## src/rtl/level_pulse_pkg.sv

```systemverilog
// Shared encodings for the level/pulse channel array: channel modes and edge-select codes.
package level_pulse_pkg;

    localparam logic MODE_L2P = 1'b0;
    localparam logic MODE_P2L = 1'b1;

    typedef enum logic [1:0] {
        SEL_NONE = 2'b00,
        SEL_RISE = 2'b01,
        SEL_FALL = 2'b10,
        SEL_ANY  = 2'b11
    } edge_sel_e;

endpackage

```

## src/rtl/level_pulse_chan.sv

```systemverilog
// One channel: edge strobes, latched level flag and saturating event counter.
// Optional LEVEL_PULSE_SYNC_EN adds a two-flop input synchroniser and widens priming to 3 cycles.
module level_pulse_chan
    import level_pulse_pkg::*;
#(
    parameter int CNT_W = 8
) (
    input  logic             clk,
    input  logic             rst,
    input  logic             d,
    input  logic             pulse,
    input  logic             clear,
    input  logic             mode,
    input  logic [1:0]       edge_sel,
    input  logic             cnt_clr,
    output logic             pos_edge,
    output logic             neg_edge,
    output logic             any_edge,
    output logic             level_flag,
    output logic [CNT_W-1:0] evt_cnt
);

    logic       d_in;
    logic       d_q;
    logic       mode_q;
    logic [1:0] prime_cnt;

`ifdef LEVEL_PULSE_SYNC_EN
    localparam logic [1:0] PRIME_CYC = 2'd3;
    logic sync1;
    logic sync2;

    always_ff @(posedge clk) begin
        if (rst) begin
            sync1 <= 1'b0;
            sync2 <= 1'b0;
        end else begin
            sync1 <= d;
            sync2 <= sync1;
        end
    end
    assign d_in = sync2;
`else
    localparam logic [1:0] PRIME_CYC = 2'd1;
    assign d_in = d;
`endif

    localparam logic [CNT_W-1:0] CNT_MAX = {CNT_W{1'b1}};

    logic primed;
    logic mode_chg;
    logic active;
    logic rise;
    logic fall;
    logic counted;

    // Edges are only trusted once every pipeline stage holds a post-reset sample.
    assign primed   = (prime_cnt == PRIME_CYC);
    assign mode_chg = (mode != mode_q);
    assign active   = primed && !mode_chg && (mode == MODE_L2P);
    assign rise     = d_in && !d_q;
    assign fall     = !d_in && d_q;
    assign counted  = active &&
                      ((rise && ((edge_sel == SEL_RISE) || (edge_sel == SEL_ANY))) ||
                       (fall && ((edge_sel == SEL_FALL) || (edge_sel == SEL_ANY))));

    always_ff @(posedge clk) begin
        if (rst) begin
            d_q        <= 1'b0;
            mode_q     <= MODE_L2P;
            prime_cnt  <= 2'd0;
            pos_edge   <= 1'b0;
            neg_edge   <= 1'b0;
            any_edge   <= 1'b0;
            level_flag <= 1'b0;
            evt_cnt    <= '0;
        end else begin
            d_q      <= d_in;
            mode_q   <= mode;
            if (!primed) begin
                prime_cnt <= prime_cnt + 2'd1;
            end
            pos_edge <= active && rise;
            neg_edge <= active && fall;
            any_edge <= active && (rise || fall);

            if (mode_chg || (mode != MODE_P2L) || clear) begin
                level_flag <= 1'b0;
            end else if (pulse) begin
                level_flag <= 1'b1;
            end

            if (cnt_clr) begin
                evt_cnt <= counted ? CNT_W'(1) : '0;
            end else if (counted && (evt_cnt != CNT_MAX)) begin
                evt_cnt <= evt_cnt + CNT_W'(1);
            end
        end
    end

endmodule

```

## src/rtl/level_pulse_array.sv

```systemverilog
// Array of CH independent level/pulse channels with a registered interrupt reduction.
// Honours LEVEL_PULSE_SYNC_EN through the channel sub-module (input synchroniser option).
module level_pulse_array
    import level_pulse_pkg::*;
#(
    parameter int CH    = 4,
    parameter int CNT_W = 8
) (
    input  logic                clk,
    input  logic                rst,
    input  logic [CH-1:0]       d,
    input  logic [CH-1:0]       pulse,
    input  logic [CH-1:0]       clear,
    input  logic [CH-1:0]       mode,
    input  logic [2*CH-1:0]     edge_sel,
    input  logic [CH-1:0]       cnt_clr,
    input  logic [CH-1:0]       irq_en,
    output logic [CH-1:0]       pos_edge,
    output logic [CH-1:0]       neg_edge,
    output logic [CH-1:0]       any_edge,
    output logic [CH-1:0]       level_flag,
    output logic [CH*CNT_W-1:0] evt_cnt,
    output logic                irq
);

    for (genvar i = 0; i < CH; i++) begin : g_chan
        level_pulse_chan #(
            .CNT_W (CNT_W)
        ) u_chan (
            .clk        (clk),
            .rst        (rst),
            .d          (d[i]),
            .pulse      (pulse[i]),
            .clear      (clear[i]),
            .mode       (mode[i]),
            .edge_sel   (edge_sel[2*i +: 2]),
            .cnt_clr    (cnt_clr[i]),
            .pos_edge   (pos_edge[i]),
            .neg_edge   (neg_edge[i]),
            .any_edge   (any_edge[i]),
            .level_flag (level_flag[i]),
            .evt_cnt    (evt_cnt[i*CNT_W +: CNT_W])
        );
    end

    always_ff @(posedge clk) begin
        if (rst) begin
            irq <= 1'b0;
        end else begin
            irq <= |(level_flag & irq_en);
        end
    end

endmodule

```

## config.mk

```make
export PLATFORM = sky130hd
export DESIGN_NAME = level_pulse_array
export DESIGN_NICKNAME = d
export VERILOG_FILES = /design/src/rtl/level_pulse_pkg.sv /design/src/rtl/level_pulse_chan.sv /design/src/rtl/level_pulse_array.sv
export SDC_FILE = /design/constraint.sdc
export NUM_CORES = 1
export LEC_CHECK = 0
export BUFFER_PORTS_ARGS = -buffer_cell sky130_fd_sc_hd__buf_4
export CORE_MARGIN = 5
export CORE_UTILIZATION = 30
export CTS_CLUSTER_SIZE = 12
export DETAILED_ROUTE_END_ITERATION = 8
export PLACE_DENSITY = 0.6
export SETUP_SLACK_MARGIN = 0.2
export SLEW_MARGIN = 40
export SYNTH_ARGS = -nofsm -noshare
export SYNTH_HDL_FRONTEND = slang
export SYNTH_HIERARCHICAL = 1
export SYNTH_SLANG_ARGS = --single-unit
```

## constraint.sdc

```tcl
create_clock -name clk -period 2.6 [get_ports clk]
set_input_delay 0.26 -clock clk [delete_from_list [all_inputs] [get_ports clk]]
set_output_delay 0.26 -clock clk [all_outputs]
set_load 0.1 [all_outputs]
```

[Word-level counts from Yosys, hierarchy flattened]
Index checks and enable logic that the tools add are counted.
Word-level totals
  output and inout port bits: 49
  logic and storage cells: 171
  register bits after elaboration: 65
Operators by class
  bitwise gates (word level): 5
  add/sub/neg operators: 8
  equality and inequality tests: 24
  mux-type cells: 12
  reductions and logical operators: 89
Operators by type and width (count)
  2-to-1 mux 8 bit: 8
  logical AND 1 bit: 44
  adder 8 x 1 -> 8 bit (second input constant): 4
  inequality test 8 bit (second input constant): 4
  logical OR 1 bit: 24
  equality test 2 x 1 -> 1 bit (second input constant): 8
  equality test 2 bit (second input constant): 8
  logical NOT 1 bit: 12
  adder 2 x 1 -> 2 bit (second input constant): 4
  nonzero test 2 bit: 4
  OR reduction 2 bit: 4
  bitwise AND 4 bit: 1
  2-to-1 mux 1 bit: 4
  inequality test 1 bit: 4
  inverter 1 bit: 4
  OR reduction 4 bit: 1

[Longest topological paths before layout]
Gate-level depths: netlist of the first run.
  word-level depth: 8
  mapped depth: 7
  gate-level depth less buffers: 6

[Hierarchy]
Netlist of the first run, hierarchy kept.
By module, submodules not included
  level_pulse_chan: area each 734.5 um2, instances 4, sequential area each 320.3 um2, cells each 81
  level_pulse_array: area each 40.0 um2, instances 1, sequential area each 20.0 um2, cells each 4

[Worst setup path before layout of the first run]
No wires, ideal clock.
  path kind: register -> register
  start: register g_chan[0].u_chan.evt_cnt[1]
  end: register g_chan[0].u_chan.evt_cnt[0]
  buffers on the path: 0
  slack: 252 ps
  data required time: 2513 ps
  data arrival time: 2261 ps
  cell stages (with the launch flop): 6
  path through: dfxtp_1 -> ha_1 -> nand2_1 -> or3_1 -> a2111o_1 -> o31ai_1
Between the ends
  cells in the longest elaborated chain, start to end: 3
Ends and longest elaborated chain
  start: declaration: RTL line level_pulse_chan.sv:20  | output logic [CNT_W-1:0] evt_cnt
  start signal: assignment: RTL line level_pulse_chan.sv:94  | evt_cnt <= counted ? CNT_W'(1) : '0;
  start signal: assignment: RTL line level_pulse_chan.sv:96  | evt_cnt <= evt_cnt + CNT_W'(1);
  inequality test 8 bit: RTL line level_pulse_chan.sv:95  | end else if (counted && (evt_cnt != CNT_MAX)) begin
  logical AND 1 bit: RTL line level_pulse_chan.sv:95
  nonzero test 2 bit (no source line)
Every way passes these cells.
A chain may end at the register's enable or synchronous reset.

[Worst setup path in the final report of the first run]
  start: register g_chan[3].u_chan.prime_cnt[0]
  end: register g_chan[3].u_chan.evt_cnt[4]
Between the ends
  cells in the longest elaborated chain, start to end: 6
Ends and longest elaborated chain
  start: declaration: RTL line level_pulse_chan.sv:26  | logic [1:0] prime_cnt;
  start signal: assignment: RTL line level_pulse_chan.sv:81  | prime_cnt <= prime_cnt + 2'd1;
  equality test 2 x 1 -> 1 bit: RTL line level_pulse_chan.sv:58  | assign primed = (prime_cnt == PRIME_CYC);
  logical AND 1 bit (2 in a row): RTL line level_pulse_chan.sv:60  | assign active = primed && !mode_chg && (mode == MODE_L2P);
  logical AND 1 bit: RTL line level_pulse_chan.sv:63  | assign counted = active &&
  logical AND 1 bit: RTL line level_pulse_chan.sv:95
  nonzero test 2 bit (no source line)
  end signal: assignment: RTL line level_pulse_chan.sv:94
  end signal: assignment: RTL line level_pulse_chan.sv:96
  end: declaration: RTL line level_pulse_chan.sv:20
Every way passes these cells.

==> results.md, run 1 <==
- Unrepaired setup endpoints after global routing: false
- Stage delay of the slowest cell on the critical path: 550 ps
- Max-Slew Margin vs Limit: 49.0%
- Min-Delay Path Class: in -> reg
- H-tree Lvls: 3
- Count of max-cap constraint violations: 0
- DPL Wire Length: 5330 µm
- Cell-by-cell trace of the critical path: ha_1 > or3b_4 > or2_1 > or4_1 > a21oi_1
- Comb pwr share: 18.9%
- Switching power summed over all nets: 0.664 mW
- Design internal power: 1.62 mW
- Post-detailed-placement cell area: roughly 3700 µm²
- Starting Density: 30.6%
- Worst clock skew: 13.2 ps
- Clock root buffer: clkbuf_8
- Cts hold-fix bufs: 0
- Final estimated routing congestion in global placement: 0.784
- Leakage: roughly 1.5 nW
- Overall routed net length: approximately 7000 µm
- Total gr overflow: 0
- Worst vdd ir: approximately 0.3 mV
- Post-Synthesis Mean Instance Area: 9.08 µm²
- Kind of cell adding the most delay to the critical path: simple AND/OR/NAND/NOR gates
- Fraction of synthesized cell area taken by the top area cell type: between 40 and 50%
- Synth Flop Type: dfxtp_1
- Antenna viol nets, final: 0
- Clk Latency, worst-skew pair: 330 ps
- CTS tree: done
- DRC violation count after routing: 0
- I/O pin cnt: a little over 80
- Post-Syn Area: 2980 µm²
- Worst-path fanout max: 13
- Maximum buffer depth of the clock tree: 2
- Detailed-routing iteration count for the pre-antenna-repair pass: 4
- Die height: 110 µm
- Cell types with the highest counts after synthesis: dfxtp_1 (65), nor2_1 (36), a21oi_1 (25), ha_1 (20), inv_1 (20)
- Antenna diode count: 0
- Result of the run: completed
- Actual transition at the worst max-transition pin: 759 ps
- Period Utilization, post-route: 82.7%
- Via count of the first global-routing pass: 2544
- Worst Path Required: 2870 ps
- Core ar.: between 9000 and 10000 µm²
- Total global routing track utilization: 12.3%
- Worst path slowest cell: or4_1
- Cell types with the largest area share after synthesis: dfxtp_1 (44%), ha_1 (8.4%), nor2_1 (4.5%), a21oi_1 (4.2%), o311ai_0 (3.5%)
- Number of synthesized flops with an enable pin: 0
- Buffers and inverters on the worst path: 0
- FFs w/ async S/R, synth: 0%
- Average wire per standard cell: 13.0 µm
- Initial DRC count: 62
- Part of the total power dissipated in the clock network: 32.4%
- Library cell with the highest instance count after synthesis: dfxtp_1
- Switching power share of the total: roughly 29%
- Number of buffers added for setup after CTS: 0
- Arrival time at the worst endpoint: 2420 ps
- Power per Cell Area: a little under 600 nW/µm²
- Number of instances in the synthesized netlist: 328
- Sequential group share of total power: 48.8%
- Setup violators final: 0
- Kind of critical path: reg -> reg
- Share of final-layout standard cells stronger than drive strength 1: approximately a quarter
- Fin area: 3880 µm²
- Synthesized net count: 382
- # rows: 36
- Die ar.: approximately 12000 µm²
- Die boundary width: 110 µm
- Post-cts gate resize count: 0
- Largest net degree at the start of global routing: 26
- Register bit total from synthesis: 65
- Endpoint kind of the worst setup timing path: flip-flop
- Ys Warns: 6
- Minimum clock period after layout: 2150 ps
- Post-synthesis cell type count: 29
- Final slew viol count: 0
- Hold Fails Final Rpt: 0
- Total negative slack for setup checks: 0 ps
- Proportion of synthesized chip area in sequential cells: 43.7%
- Clock transition at the registers of the reported paths: 80 ps
- Number of antenna violations at the first check in global routing: 0
- Cell accounting for the most synthesized area: dfxtp_1
- Crit start category: flip-flop
- Post-DR vias/cell: about 5.0
- Count of clock tree sinks: 65
- Core occupancy in the finished layout: 39.9%
- Final net count: 464
- Fmax: around 470 MHz
- First-pass GRT wire length: 11900 µm
- Number of buffers inserted during clock tree synthesis: 9
- Area added between synthesis and finish: 30.3%
- Count of port buffers added during placement: 82
- Total number of vias: roughly 2.7k
==> layout make-up <==
cell class | instances | area [µm²]
Fill cell | 1005 | 5850
Multi-Input combinational cell | 231 | 1550
Sequential cell | 65 | 1300
Timing Repair Buffer | 83 | 623
Tap cell | 133 | 166
Clock buffer | 12 | 145
Inverter | 20 | 75.1
Clock inverter | 3 | 17.5
==> cell families after synthesis <==
| logic type | synth area share [%] |
|---|---|
| AOI/OAI and AO/OA | 19.0 |
| xor gates and xnor gates | 1.18 |
| adders and majority gates | 8.40 |
| buffers and inverters | 4.20 |
| DFF | 43.7 |
| and+or+nand+nor | 23.5 |
==> layout by cell type, fill, tap and decap left out, types with 12 or more instances in the layout <==
master and n:
a21oi_1 25, buf_4 83, dfxtp_1 65, ha_1 20, inv_1 20, nand2_1 12, nand3_1 16, nor2_1 36
o311ai_0 12, o31ai_1 12, o41ai_1 12
==> per-stage QoR <==
| step | setup WS [ps] | hold slack (ps) | power (mW) | cells |
|---|---|---|---|---|
| after detailed placement | 361 | 426 | 1.57 | 532 |
| final | 450 | 72.2 | 2.28 | 547 |
| after CTS | 448 | 52.6 | 2.32 | 547 |
| after floorplan | 252 | 329 | 1.45 | 328 |
| after global routing | 268 | 52.0 | 2.44 | 547 |
| after global placement | 412 | 423 | 1.54 | 532 |
==> path summary, 6_finish.rpt <==
check                                                    from                            end  slack [ps]  cells after the start
worst min register to register  g_chan[1].u_chan/prime_cnt[1]  g_chan[1].u_chan/prime_cnt[1]         490                      2
worst max-delay path            g_chan[3].u_chan/prime_cnt[0]    g_chan[3].u_chan/evt_cnt[4]         450                      5
worst max register to register  g_chan[3].u_chan/prime_cnt[0]    g_chan[3].u_chan/evt_cnt[4]         450                      5
worst min-delay path                                 clear[2]    g_chan[2].u_chan/level_flag          70                      2
==> metal layers <==
metal	global-route usage, %	part of all wire (%)	up-vias
met3	3.35	4.8	6
met5	0	0	-
met4	4.63	1.1	0
met2	19.2	46	63
met1	16.3	48	1246
li1	-	-	1394
==> power by group through the flow <==
stage / Combinational, mW / Sequential (mW) / Clock (mW)
3_3_place_gp: 0.412 / 1.13 / 0
6_report: 0.430 / 1.11 / 0.738
3_5_place_dp: 0.431 / 1.14 / 0
4_1_cts: 0.435 / 1.11 / 0.771
5_1_grt: 0.505 / 1.12 / 0.815
2_1_floorplan: 0.265 / 1.18 / 0
==> registers in the layout, summed over array words and instances, names as in the netlist <==
name and flops:
g_chan.u_chan/evt_cnt 32, g_chan.u_chan/prime_cnt 8, g_chan.u_chan/any_edge 4, g_chan.u_chan/d_q 4, g_chan.u_chan/level_flag 4, g_chan.u_chan/mode_q 4
g_chan.u_chan/neg_edge 4, g_chan.u_chan/pos_edge 4, irq 1
Power figures use the tool's default switching activity.
==> run 2: changes to the inputs <==
--- a/config.mk
+++ b/config.mk
@@ -5,12 +5,13 @@
 export SDC_FILE = /design/constraint.sdc
 export NUM_CORES = 1
 export LEC_CHECK = 0
+export ABC_AREA = 1
 export BUFFER_PORTS_ARGS = -buffer_cell sky130_fd_sc_hd__buf_4
 export CORE_MARGIN = 5
 export CORE_UTILIZATION = 30
 export CTS_CLUSTER_SIZE = 12
 export DETAILED_ROUTE_END_ITERATION = 8
-export PLACE_DENSITY = 0.6
+export PLACE_DENSITY = 0.59
 export SETUP_SLACK_MARGIN = 0.2
 export SLEW_MARGIN = 40
 export SYNTH_ARGS = -nofsm -noshare
==> constraint.sdc (replaced) <==
create_clock -name clk -period 2.26 [get_ports clk]
set_input_delay 0.226 -clock clk [delete_from_list [all_inputs] [get_ports clk]]
set_output_delay 0.226 -clock clk [all_outputs]
set_load 0.1 [all_outputs]
==> run 2 against run 1 <==
Sequential power up 18%. Die area up 15%. Final area up 16%. Combinational power up 44%. Global-route usage up 0.11 points. Critical path depth up 3. Sequential cell count unchanged.
==> results.md, run 2 <==
- Result of the run: completed
- Die ar.: 13800 µm² (+15%)
- Register with the most flip-flops: g_chan.u_chan/evt_cnt
- Cell types with the largest area share after synthesis: dfxtp_1 (38%), nand2_1 (13%), inv_1 (8.7%), nor2_1 (8.0%), ha_1 (7.2%)
- Kind of critical path: reg -> reg
- Die height: 117 µm (+7.1%)
- Total power after layout: 3.17 mW (+39%)
- Actual transition at the worst max-transition pin: 430 ps (-329 ps)
- Core ar.: 11400 µm² (+17%)
- Worst-path fanout max: 6 (-7)
- Setup violators final: 0 (unchanged)
- FFs w/ async S/R, synth: 0% (unchanged)
- Antenna viol nets, final: 0 (unchanged)
- Synthesized net count: 563 (+47%)
- Cell accounting for the most synthesized area: dfxtp_1
- Fmax: 706 MHz (+52%)
- Starting Density: 30.5% (-0.15 points)
- Most common cell after layout, fill and taps aside: nand2_1
- Post-detailed-placement cell area: 4240 µm² (+14%)
- Die boundary width: 117 µm (+7.1%)
- Final net count: 652 (+41%)
- DPL Wire Length: 6350 µm (+19%)
- Clock root buffer: clkbuf_16
- Number of buffers inserted during clock tree synthesis: 9 (unchanged)
- Number of synthesized flops with an enable pin: 0 (unchanged)
- Endpoint kind of the worst setup timing path: flip-flop
- Final estimated routing congestion in global placement: 0.818 (+4.4%)
- Ys Warns: 6 (unchanged)
- Total negative slack for setup checks: 0 ps (unchanged)
- Area added between synthesis and finish: 29.9%
- Maximum buffer depth of the clock tree: 2 (unchanged)
- Max-Slew Margin vs Limit: 71.3% (+22 points)
- Post-cts gate resize count: 0 (unchanged)
- # rows: 39 (+8.3%)
- Commonest cells after routing, fill and taps aside: nand2_1 (122), buf_4 (82), inv_1 (80)
- Minimum clock period after layout: 1420 ps (-735 ps)
- Share of final-layout standard cells stronger than drive strength 1: 21.0% (-5.1 points)
- Arrival time at the worst endpoint: 1610 ps (-810 ps)
- Via count of the first global-routing pass: 3164 (+24%)
- Cell-by-cell trace of the critical path: ha_1 > nand3_2 > clkinv_1 > nand2_2 > nand2_4 > nand2_4 > nand2_1 > a21oi_1
- Post-Synthesis Mean Instance Area: 6.80 µm² (-25%)
- Hold Fails Final Rpt: 0 (unchanged)
- Number of buffers added for setup after CTS: 0 (unchanged)
- Worst Path Required: 2460 ps (-410 ps)
- Worst setup path startpoint: g_chan[3].u_chan/evt_cnt[0]
- Count of clock tree sinks: 65 (unchanged)
- Count of port buffers added during placement: 82 (unchanged)
- Initial DRC count: 168 (+170%)
- Detailed-routing iteration count for the pre-antenna-repair pass: 4 (unchanged)
- Count of max-cap constraint violations: 0 (unchanged)
- I/O pin cnt: 83 (unchanged)
- Post-synthesis cell type count: 19 (-34%)
- Cts hold-fix bufs: 0 (unchanged)
- Number of antenna violations at the first check in global routing: 0 (unchanged)
- Proportion of synthesized chip area in sequential cells: 37.6% (-6.1 points)
- Worst path slowest cell: dfxtp_1
- First-pass GRT wire length: 14300 µm (+21%)
- Min-Delay Path Class: in -> reg
- Average wire per standard cell: 11.4 µm (-13%)
- Register bit total from synthesis: 65 (unchanged)
- Crit start category: flip-flop
- Total number of vias: 3320 (+23%)
- Clk Latency, worst-skew pair: 330 ps (about the same)
- Worst clock skew: 4.79 ps (-8.38 ps)
- Startpoint of the worst register-to-register path: g_chan[3].u_chan/evt_cnt[0]
- Final slew viol count: 0 (unchanged)
- Worst vdd ir: 0.271 mV (-11%)
- Clock transition at the registers of the reported paths: 50 ps (-30 ps)
- Period Utilization, post-route: 62.6% (-20 points)
- Antenna diode count: 0 (unchanged)
- Post-DR vias/cell: 4.47 (-9.7%)
- Cell types with the highest counts after synthesis: nand2_1 (122), inv_1 (80), nor2_1 (74), dfxtp_1 (65), nand3_1 (48)
- Post-Syn Area: 3460 µm² (+16%)
- Unrepaired setup endpoints after global routing: false
- Top flop regs: g_chan.u_chan/evt_cnt: 32 flops, g_chan.u_chan/prime_cnt: 8 flops
- Overall routed net length: 8460 µm (+19%)
- Largest net degree at the start of global routing: 38 (+46%)
- Library cell with the highest instance count after synthesis: nand2_1
- CTS tree: done
- Number of instances in the synthesized netlist: 509 (+55%)
- Stage delay of the slowest cell on the critical path: 430 ps (-120 ps)
- Synth Flop Type: dfxtp_1
- Number of flip-flops under the largest register name: 32 (unchanged)
- DRC violation count after routing: 0 (unchanged)
- Power per Cell Area: 704 nW/µm² (+20%)
- Fraction of synthesized cell area taken by the top area cell type: 37.6% (-6.1 points)
- Worst path most repeated cell: nand2_4
- Total global routing track utilization: 12.4% (+0.11 points)
- H-tree Lvls: 3 (unchanged)
- Worst hold path startpoint: clear[2]
- Leakage: 2.14 nW (+42%)
- Fin area: 4500 µm² (+16%)
- Core occupancy in the finished layout: 39.6% (-0.30 points)
- Total gr overflow: 0 (unchanged)
[run 2: cell types whose count changed in the layout (fill, tap and decap cells not counted), moves of 6 or more]
cell | previous run | this run
nand2_1 | 12 | 122
inv_1 | 20 | 80
nor2_2 | 0 | 8
nor2_1 | 36 | 74
nand2_4 | 0 | 8
o31ai_1 | 12 | 0
o41ai_1 | 12 | 0
or4_1 | 8 | 0
clkbuf_16 | 0 | 9
a22oi_1 | 6 | 0
nand3_1 | 16 | 48
and2_1 | 8 | 0
o311ai_0 | 12 | 0
clkbuf_8 | 10 | 2
[run 2: worst paths after layout]
check | endpoint | slack, ps | cells past startpoint
setup / recovery | g_chan[3].u_chan/evt_cnt[3] | 840 | 8
hold reg to reg | g_chan[1].u_chan/level_flag | 510 | 2
setup reg to reg | g_chan[3].u_chan/evt_cnt[3] | 840 | 8
hold / removal | g_chan[2].u_chan/level_flag | 60 | 2
[run 2: cell families (layout without fill, tap and decap cells)]
logic type | count (synthesis) | after routing | synth area share [%]
AOI/OAI and AO/OA | 40 | 40 | 6.21
xor gates and xnor gates | 8 | 8 | 2.02
adders and majority gates | 20 | 20 | 7.23
buffers and inverters | 88 | 178 | 9.54
DFF | 65 | 65 | 37.6
and+or+nand+nor | 288 | 288 | 37.4
[run 2: area by class of cell]
type	count	area (µm²)
Fill cell	1200	6870
Multi-Input combinational cell	356	1830
Sequential cell	65	1300
Timing Repair Buffer	82	616
Inverter	84	315
Clock buffer	11	253
Tap cell	143	179
Clock inverter	1	5.00
[run 2: per-stage QoR]
step                worst slack (ps)  std cells  hold WS (ps)
floorplan                        242        509           298
global placement                 830        730           393
detailed placement               817        730           396
CTS                              834        742          41.9
global route                     694        742          43.4
finish                           844        742          55.9
[run 2: critical path, delay by kind of cell (launching register included)]
kind                     cells  cell delay (ps)
AO/OA/AOI/OAI                1               50
adder cells (fa/ha/maj)      1              260
buffers and inverters        1               90
flip-flops                   1              430
AND/OR/NAND/NOR              5              450
[run 2: where the power goes]
part | total [mW] | internal, mW | switching [mW] | leakage (nW)
Sequential | 1.31 | 1.25 | 0.0585 | 0.530
Combinational | 0.618 | 0.217 | 0.401 | 1.48
Clock | 1.24 | 0.774 | 0.471 | 0.129
Total | 3.17 | 2.24 | 0.930 | 2.14
[run 2: routing by layer]
metal,routed length [µm],GRT usage [%],up-vias
met3,436,3.56,15
met1,4050,15.6,1475
met5,0,0,-
met4,203,6.60,0
li1,-,-,1764
met2,3760,19.2,66
==> run 3: changes to the inputs <==
--- a/config.mk
+++ b/config.mk
@@ -11,7 +11,7 @@
 export CORE_UTILIZATION = 30
 export CTS_CLUSTER_SIZE = 12
 export DETAILED_ROUTE_END_ITERATION = 8
-export PLACE_DENSITY = 0.59
+export PLACE_DENSITY = 0.61
 export SETUP_SLACK_MARGIN = 0.2
 export SLEW_MARGIN = 40
 export SYNTH_ARGS = -nofsm -noshare
==> constraint.sdc (replaced) <==
create_clock -name clk -period 1.2 [get_ports clk]
set_input_delay 0.12 -clock clk [delete_from_list [all_inputs] [get_ports clk]]
set_output_delay 0.12 -clock clk [all_outputs]
set_load 0.1 [all_outputs]
==> run 3 against run 2 <==
The flow now finishes with violations (negative setup slack). Critical path depth grew 1. Sequential cell count is the same. Clock power up 140%. Maximum frequency is 7.1% higher. First-iteration DRC count is 11% lower. Die area stayed put. Combinational power grew to 4.3 times the previous value. Register-to-register slack got worse by 970 ps. Hold slack lost 7.1 ps. Via count increased by 14%. Core utilization up 21 points.
==> results.md, run 3 (synthesis gave the netlist of run 2 again) <==
- Result of the run: finished with violations
- Failing checks: negative setup slack
- Final estimated routing congestion in global placement: 0.840 (+2.7%)
- Setup slack of the critical path after layout: -121 ps (-966 ps)
- Final net count: 742 (+14%)
- Antenna diode count: 0 (unchanged)
- Final slew viol count: 0 (unchanged)
- Commonest cells after routing, fill and taps aside: buf_4 (94), nand2_1 (90), inv_1 (56)
- CTS tree: done
- Most common cell after layout, fill and taps aside: buf_4
- Setup violators final: 31 (+31)
- DPL Wire Length: 6820 µm (+7.4%)
- Area added between synthesis and finish: 98.5%
- Power per Cell Area: 1180 nW/µm² (+67%)
- Worst reg-to-reg path cell count: 9 (+1)
- Buffers and inverters on the worst path: 3 (+2)
- Total gr overflow: 0 (unchanged)
- DRC violation count after routing: 0 (unchanged)
- Critical Path Stages: 9 (+1)
- Hold Fails Final Rpt: 0 (unchanged)
- Die height: 117 µm (unchanged)
- Average wire per standard cell: 13.2 µm (+16%)
- Core ar.: 11400 µm² (unchanged)
- Count of port buffers added during placement: 82 (unchanged)
- Register with the most flip-flops: g_chan.u_chan/evt_cnt
- # rows: 39 (unchanged)
- Cell-by-cell trace of the critical path: ha_4 > inv_4 > nand3_4 > buf_4 > inv_4 > nand3_2 > nand2_2 > nand2_4 > a21oi_2
- Worst hold path startpoint: pulse[2]
- Largest net degree at the start of global routing: 26 (-32%)
- Starting Density: 30.5% (unchanged)
- Initial DRC count: 150 (-11%)
- Via count of the first global-routing pass: 3792 (+20%)
- Internal reg-to-reg setup slack: -120 ps (-970 ps)
- Worst vdd ir: 0.573 mV (+110%)
- Number of antenna violations at the first check in global routing: 0 (unchanged)
- Worst setup path startpoint: g_chan[3].u_chan/mode_q
- Arrival time at the worst endpoint: 1590 ps (-20 ps)
- Die ar.: 13800 µm² (unchanged)
- Total number of vias: 3787 (+14%)
- Worst path most repeated cell: inv_4
- Endpoint of the worst setup timing path: g_chan[3].u_chan/evt_cnt[0]
- Maximum buffer depth of the clock tree: 2 (unchanged)
- Min-Delay Path Class: in -> reg
- Worst Path Required: 1470 ps (-990 ps)
- Leakage: 2.92 nW (+37%)
- Period Utilization, post-route: 110% (+47 points)
- Total negative slack for setup checks: -2300 ps (-2300 ps)
- Stage delay of the slowest cell on the critical path: 330 ps (-100 ps)
- Max-Slew Margin vs Limit: 73.5% (+2.2 points)
- Antenna viol nets, final: 0 (unchanged)
- Worst clock skew: 5.35 ps (+0.559 ps)
- Total power after layout: 8.09 mW (+160%)
- I/O pin cnt: 83 (unchanged)
- Actual transition at the worst max-transition pin: 396 ps (-33.5 ps)
- Number of flip-flops under the largest register name: 32 (unchanged)
- Worst-path fanout max: 2 (-4)
- Worst path slowest cell: dfxtp_2
- Finished Layout Cells: 836 (+13%)
- R2R Path End: g_chan[3].u_chan/evt_cnt[0]
- Die boundary width: 117 µm (unchanged)
- Count of clock tree sinks: 65 (unchanged)
- Minimum clock period after layout: 1320 ps (-94.2 ps)
- Fmax: 757 MHz (+7.1%)
- Clock transition at the registers of the reported paths: 60 ps (about the same)
- Endpoint kind of the worst setup timing path: flip-flop
- Detailed-routing iteration count for the pre-antenna-repair pass: 4 (unchanged)
- Total global routing track utilization: 15.3% (+2.9 points)
- Crit start category: flip-flop
- Count of max-cap constraint violations: 0 (unchanged)
- Number of buffers inserted during clock tree synthesis: 9 (unchanged)
- Overall routed net length: 11000 µm (+30%)
- Startpoint of the worst register-to-register path: g_chan[3].u_chan/mode_q
- Number of cells after detailed placement: 764 (+4.7%)
- Post-DR vias/cell: 4.53 (+1.2%)
- Unrepaired setup endpoints after global routing: true
- First-pass GRT wire length: 17700 µm (+23%)
- Kind of critical path: reg -> reg
- Share of final-layout standard cells stronger than drive strength 1: 59.9% (+39 points)
- H-tree Lvls: 3 (unchanged)
- Clock root buffer: clkbuf_16
- Kind of cell adding the most delay to the critical path: flip-flops
- Clk Latency, worst-skew pair: 340 ps (about the same)
- Top flop regs: g_chan.u_chan/evt_cnt: 32 flops, g_chan.u_chan/prime_cnt: 8 flops
-- run 3: cell type report --
type	count	area [µm²]
Inverter	84	345
Tap cell	143	179
Timing Repair Buffer	172	2010
Fill cell	941	4500
Clock inverter	4	45.0
Sequential cell	65	1470
Multi-Input combinational cell	356	2540
Clock buffer	12	289
-- run 3: metrics by stage --
| step | worst slack, ps | cell area (µm²) | utilization [%] | hold slack (ps) |
|---|---|---|---|---|
| after detailed placement | -196 | 4720 | 41.6 | 278 |
| after CTS | -116 | 6310 | 55.5 | 38.9 |
| final | -121 | 6870 | 60.5 | 48.8 |
| after global placement | -146 | 4720 | 41.6 | 277 |
| after floorplan | -145 | 3690 | - | 185 |
| after global routing | -189 | 6870 | 60.5 | 64.6 |
-- run 3: tightest hold or removal path: stages --
cell and delay [ps]:
buf_4 110, nor2_1 70, nor3_1 50
-- run 3: routing by layer --
| layer | vias up | part of all wire (%) | track usage [%] |
|---|---|---|---|
| li1 | 1958 | - | - |
| met1 | 1740 | 42 | 18.5 |
| met2 | 68 | 52 | 25.8 |
| met3 | 21 | 4.3 | 4.43 |
| met4 | 0 | 2.1 | 5.44 |
| met5 | - | 0 | 0 |
-- run 3: worst min-delay path by stage --
stage | endpoint | cells past startpoint
2_1_floorplan | irq | 1
3_3_place_gp | g_chan[3].u_chan/level_flag | 2
3_5_place_dp | g_chan[3].u_chan/level_flag | 2
4_1_cts | g_chan[2].u_chan/level_flag | 3
5_1_grt | g_chan[3].u_chan/level_flag | 3
6_report | g_chan[2].u_chan/level_flag | 3
-- run 3: what timing repair did --
action | CTS | global route
pin swaps | 51 | 50
endpoints found under the setup margin | 100 | 100
buffers inserted | 34 | 18
cloned | 0 | 0
hold endpoints to repair | 4 | 0
hold buffers | 4 | 0
gates resized for setup | 260 | 112
-- run 3: report_power, final --
part | switching, mW | internal (mW)
clock | 1.02 | 1.91
combinational | 1.27 | 1.40
sequential | 0.171 | 2.32
